File: src/rtl/ram_nb_8w_pkg.sv
// ram_nb_8w_pkg: shared geometry and address decode for the 8-word RAM
package ram_nb_8w_pkg;

    localparam int unsigned NWORDS = 8;
    localparam int unsigned AW     = 3;

    // One-hot write select for the addressed word
    function automatic logic [NWORDS-1:0] dec_sel(input logic [AW-1:0] a);
        dec_sel    = '0;
        dec_sel[a] = 1'b1;
    endfunction

endpackage

File: src/rtl/ram_byte_8w.sv
// ram_byte_8w: one 8-bit by 8-word slice with active-low write and output enables
module ram_byte_8w
    import ram_nb_8w_pkg::*;
(
    input  logic          clk,
    input  logic          rst_n,
    input  logic [AW-1:0] A,
    input  logic [7:0]    DIN,
    input  logic          WR,
    input  logic          OE,
    output logic [7:0]    DOUT
);

    logic [NWORDS-1:0][7:0] mem_q;
    logic [NWORDS-1:0][7:0] mem_d;
    logic [NWORDS-1:0]      sel;

    // Next array state: only the addressed word takes DIN when WR is low
    always_comb begin
        sel = dec_sel(A);
        for (int k = 0; k < NWORDS; k++)
            mem_d[k] = (!WR && sel[k]) ? DIN : mem_q[k];
    end

    // Array storage; reset clears every word without waiting for a clock
    always_ff @(posedge clk or negedge rst_n) begin
        if (!rst_n) mem_q <= '0;
        else        mem_q <= mem_d;
    end

    assign DOUT = OE ? 8'h00 : mem_q[A];

endmodule

File: src/rtl/ram_nb_8w.sv
// ram_nb_8w: 8-word by NBYTES-byte RAM built from per-byte slices
module ram_nb_8w
    import ram_nb_8w_pkg::*;
#(
    parameter int unsigned NBYTES = 32
) (
    input  logic                clk,
    input  logic                rst_n,
    input  logic [AW-1:0]       A,
    input  logic [8*NBYTES-1:0] DIN,
    input  logic                WR,
    input  logic                OE,
    output logic [8*NBYTES-1:0] DOUT
);

    for (genvar i = 0; i < NBYTES; i++) begin : g_byte
        ram_byte_8w u_slice (
            .clk  (clk),
            .rst_n(rst_n),
            .A    (A),
            .DIN  (DIN[8*i +: 8]),
            .WR   (WR),
            .OE   (OE),
            .DOUT (DOUT[8*i +: 8])
        );
    end

endmodule

File: config.mk
export PLATFORM = sky130hd
export DESIGN_NAME = ram_nb_8w
export DESIGN_NICKNAME = d
export VERILOG_FILES = /design/src/rtl/ram_nb_8w_pkg.sv /design/src/rtl/ram_byte_8w.sv /design/src/rtl/ram_nb_8w.sv
export SDC_FILE = /design/constraint.sdc
export NUM_CORES = 2
export LEC_CHECK = 0
export ABC_AREA = 1
export CAP_MARGIN = 20
export CORE_ASPECT_RATIO = 1.2
export CORE_MARGIN = 5
export CORE_UTILIZATION = 35
export CTS_BUF_LIST = sky130_fd_sc_hd__clkbuf_8
export DETAILED_ROUTE_END_ITERATION = 6
export MAX_ROUTING_LAYER = met4
export PLACE_DENSITY = 0.53
export SLEW_MARGIN = 25
export SYNTH_ARGS = -nofsm -noshare
export SYNTH_HDL_FRONTEND = slang
export SYNTH_SLANG_ARGS = --single-unit
File: constraint.sdc
create_clock -name clk -period 2.4 [get_ports clk]
set_input_delay 0.48 -clock clk [delete_from_list [all_inputs] [get_ports clk]]
set_output_delay 0.48 -clock clk [all_outputs]
set_load 0.02 [all_outputs]
==> metrics.md <==
| Metric | Value |
|---|---|
| Largest Register | `g_byte.u_slice.mem_q` |
| Final Hold Vio Count | `0` |
| CP Capture Type | `output pin` |
| Clock buffer depth | `4` |
| Post-synth top area cell | `dfrtp_1` |
| Clock tree root driver cell | `clkbuf_8` |
| Most common cell after layout, fill and taps aside | `nand2_1` |
| Final setup vio count | `256` |
| Syn. warnings | `0` |
| Drt drc | `0` |
| Drt pass-1 iters | `6` |
| Syn_area_per_cell | `7.88 um^2` |
| DRT antenna net count | `0` |
| Pwr dens | `800 nW/um^2` |
| WL/cell | `19.3 um` |
| Slew Limit Fails | `0` |
| Die Wd | `482 um` |
| GPL Wtd Cong | `0.838` |
| Sequential Power Share | `46.4%` |
| Crit Reg-Reg Endpoint | `g_byte[22].u_slice.mem_q[22]$_DFFE_PN0P_` |
| Reg2reg start | `g_byte[22].u_slice.mem_q[22]$_DFFE_PN0P_` |
| Psw | `29700 uW` |
| CP startpoint | `A[1]` |
| Post-Route WL | `320 mm` |
| Clock group share of total power | `33.5%` |
| Peak Freq | `375 MHz` |
| Rows | `207` |
| RSZ-0062 raised after global routing | `yes` |
| Max-cap violations | `0` |
| Post-synthesis cell area | `93400 um^2` |
| Switching share of power | `30.9%` |
| Detail Placement HPWL | `204 mm` |
| Tcrit/Tclk final | `111%` |
| Logic gate share of total power | `20.1%` |
| Worst path arrival time | `2180 ps` |
| CTS Buf Count | `360` |
| Setup ws final | `-265 ps` |
| Slew @ Worst Pin | `845 ps` |
| Worst setup endpoint | `DOUT[170]` |
| GRT overflow | `0` |
| Synthesized Nets | `12100` |
| Die Y | `576 um` |
| Hold Path Class | `input port to asynchronous set/reset pin` |
| Cells after synthesis | `11900` |
| Total GRT Usage | `23.1%` |
| First-pass GRT wire length | `491 mm` |
| Port bufs | `518` |
| Setup Skew | `0 ps` |
| Pleak | `0.0592 uW` |
| Clk sinks | `2048` |
| Failing checks | `negative setup slack` |
| Clk_lat worst skew | `1000 ps` |
| Vias in the first global route | `81800` |
| Most frequent cells in the layout | `nand2_1, dfrtp_1, o21ai_0, inv_1, nor2_1` |
| I/O pin count | `519` |
| Largest register FFs | `2048` |
| Initial antenna violation count | `5` |
| CTS tree | `built` |
| Flops & latches, synth | `2048` |
| Final #Nets | `13000` |
| DIE AREA | `277000 um^2` |
| Post-synth cell types | `15` |
| Fraction of final layout cells sized beyond drive strength 1 | `18.0%` |
| Worst VDD drop | `395 uV` |
| Pin count of the biggest net entering global routing | `94` |
| Htree depth | `5` |
| Fin util | `45.4%` |
| Shortest period the worst path allows | `2660 ps` |
| Clk slew on worst S/H paths | `50 ps` |
| Initial core utilization | `35.2%` |
| Placement Cell Area | `108000 um^2` |
| Synth area leaders | `dfrtp_1, nand2_1, o21ai_0, nand3_1, nor2_1` |
| CP Data Required Time | `1920 ps` |
| Depth of the most critical reg-to-reg path | `4` |
| Outcome | `finished with violations` |
| Sequential area share after synthesis | `54.9%` |
| Total number of vias | `82400` |
| Worst slew margin | `43.6%` |
| Fillers | `26400` |
| Internal power | `66600 uW` |
| Core Box Area | `265000 um^2` |
| Vias/cell | `4.97` |
| Crit Path Class | `input port to output pin` |
| Design Area, Final | `120000 um^2` |
| R2R setup slack | `1520 ps` |
| Setup crit start kind | `input port` |
| Worst-path maximum fanout | `7` |
| Synth top area share | `54.9%` |
| Top flop regs | `g_byte.u_slice.mem_q (2048)` |
| Layout area overhead | `29.0%` |
| 1st-iter DRT viols | `5949` |
[Yosys cell counts]
cell type	count
a21oi_1	496
buf_1	46
buf_2	345
buf_4	4
clkbuf_1	446
dfrtp_1	2048
inv_1	1205
inv_2	1
nand2_1	2735
nand3_1	1097
nor2_1	1434
nor2_2	3
o211ai_1	182
o21ai_0	1788
o21ai_1	20
[how the worst min path moves through the flow]
stage	from	end	slack, ps	cells past startpoint
after floorplan	rst_n	g_byte[0].u_slice.mem_q[0]$_DFFE_PN0P_	180	0
after global placement	rst_n	g_byte[15].u_slice.mem_q[17]$_DFFE_PN0P_	450	1
after detailed placement	rst_n	g_byte[15].u_slice.mem_q[21]$_DFFE_PN0P_	440	1
after CTS	rst_n	g_byte[15].u_slice.mem_q[57]$_DFFE_PN0P_	6	2
after global routing	rst_n	g_byte[15].u_slice.mem_q[49]$_DFFE_PN0P_	40	2
final	rst_n	g_byte[15].u_slice.mem_q[61]$_DFFE_PN0P_	80	2
[stage by stage]
step           hold WS, ps  setup slack, ps  cells  TNS (ps)  power, uW
6_report              75.9             -265  16600    -29950      96300
5_1_grt               40.3             -420  16600    -66760     102000
4_1_cts               6.13             -431  16500    -58360      96400
3_5_place_dp           440            -1230  15800   -970430      62500
3_3_place_gp           445            -1280  15800   -963240      61800
2_1_floorplan          184              169  11900         0      54800
[power by group through the flow]
| stage | Sequential (uW) | Combinational (uW) | Clock (uW) |
|---|---|---|---|
| 6_report | 44700 | 19300 | 32300 |
| 5_1_grt | 45500 | 21900 | 34800 |
| 4_1_cts | 44600 | 18500 | 33300 |
| 3_5_place_dp | 45200 | 17300 | 0 |
| 3_3_place_gp | 44900 | 16900 | 0 |
| 2_1_floorplan | 44300 | 10600 | 0 |
[metal layers]
layer	global-route usage (%)	up-vias	wire (um)	part of all wire (%)
met3	2.89	499	15500	4.8
met2	38.0	2151	155000	48
met5	-	-	0	0
met1	30.1	40100	141000	44
met4	6.71	0	8890	2.8
li1	-	39700	-	-
[what timing repair did]
item	CTS	global route
resized for setup	1891	510
pin swaps	380	461
endpoints found under the setup margin	256	256
gates cloned	21	10
hold buffers	4	0
endpoints found under the hold margin	985	0
buffers inserted	88	120
[cell families (layout without fill, tap and decap cells)]
logic type	after synthesis	after routing	synth area share, %
AOI/OAI and AO/OA	2486	2486	13.8
DFF	2048	2048	54.9
buffers and inverters	2047	3233	8.70
and+or+nand+nor	5269	5269	22.6
other	0	5	0
[worst max-delay path, stage by stage]
cell and delay (ps):
buf_8 110, buf_6 120, nor2_4 120, buf_12 170, buf_16 180, buf_6 140
buf_16 120, buf_4 130, nand3_1 100, nand3_2 100, nor2_4 50, nor2_1 120
buf_4 160
[final cells by class]
type / count / area (um^2) / share of cell area, %
Antenna cell: 5 / 12.5 / 0.0104
Clock buffer: 447 / 6150 / 5.11
Clock inverter: 176 / 958 / 0.795
Inverter: 1206 / 4550 / 3.77
Multi-Input combinational cell: 7755 / 37300 / 31.0
Sequential cell: 2048 / 51200 / 42.5
Tap cell: 3553 / 4450 / 3.69
Timing Repair Buffer: 1404 / 15800 / 13.1
(Power assumes the default switching activity.)
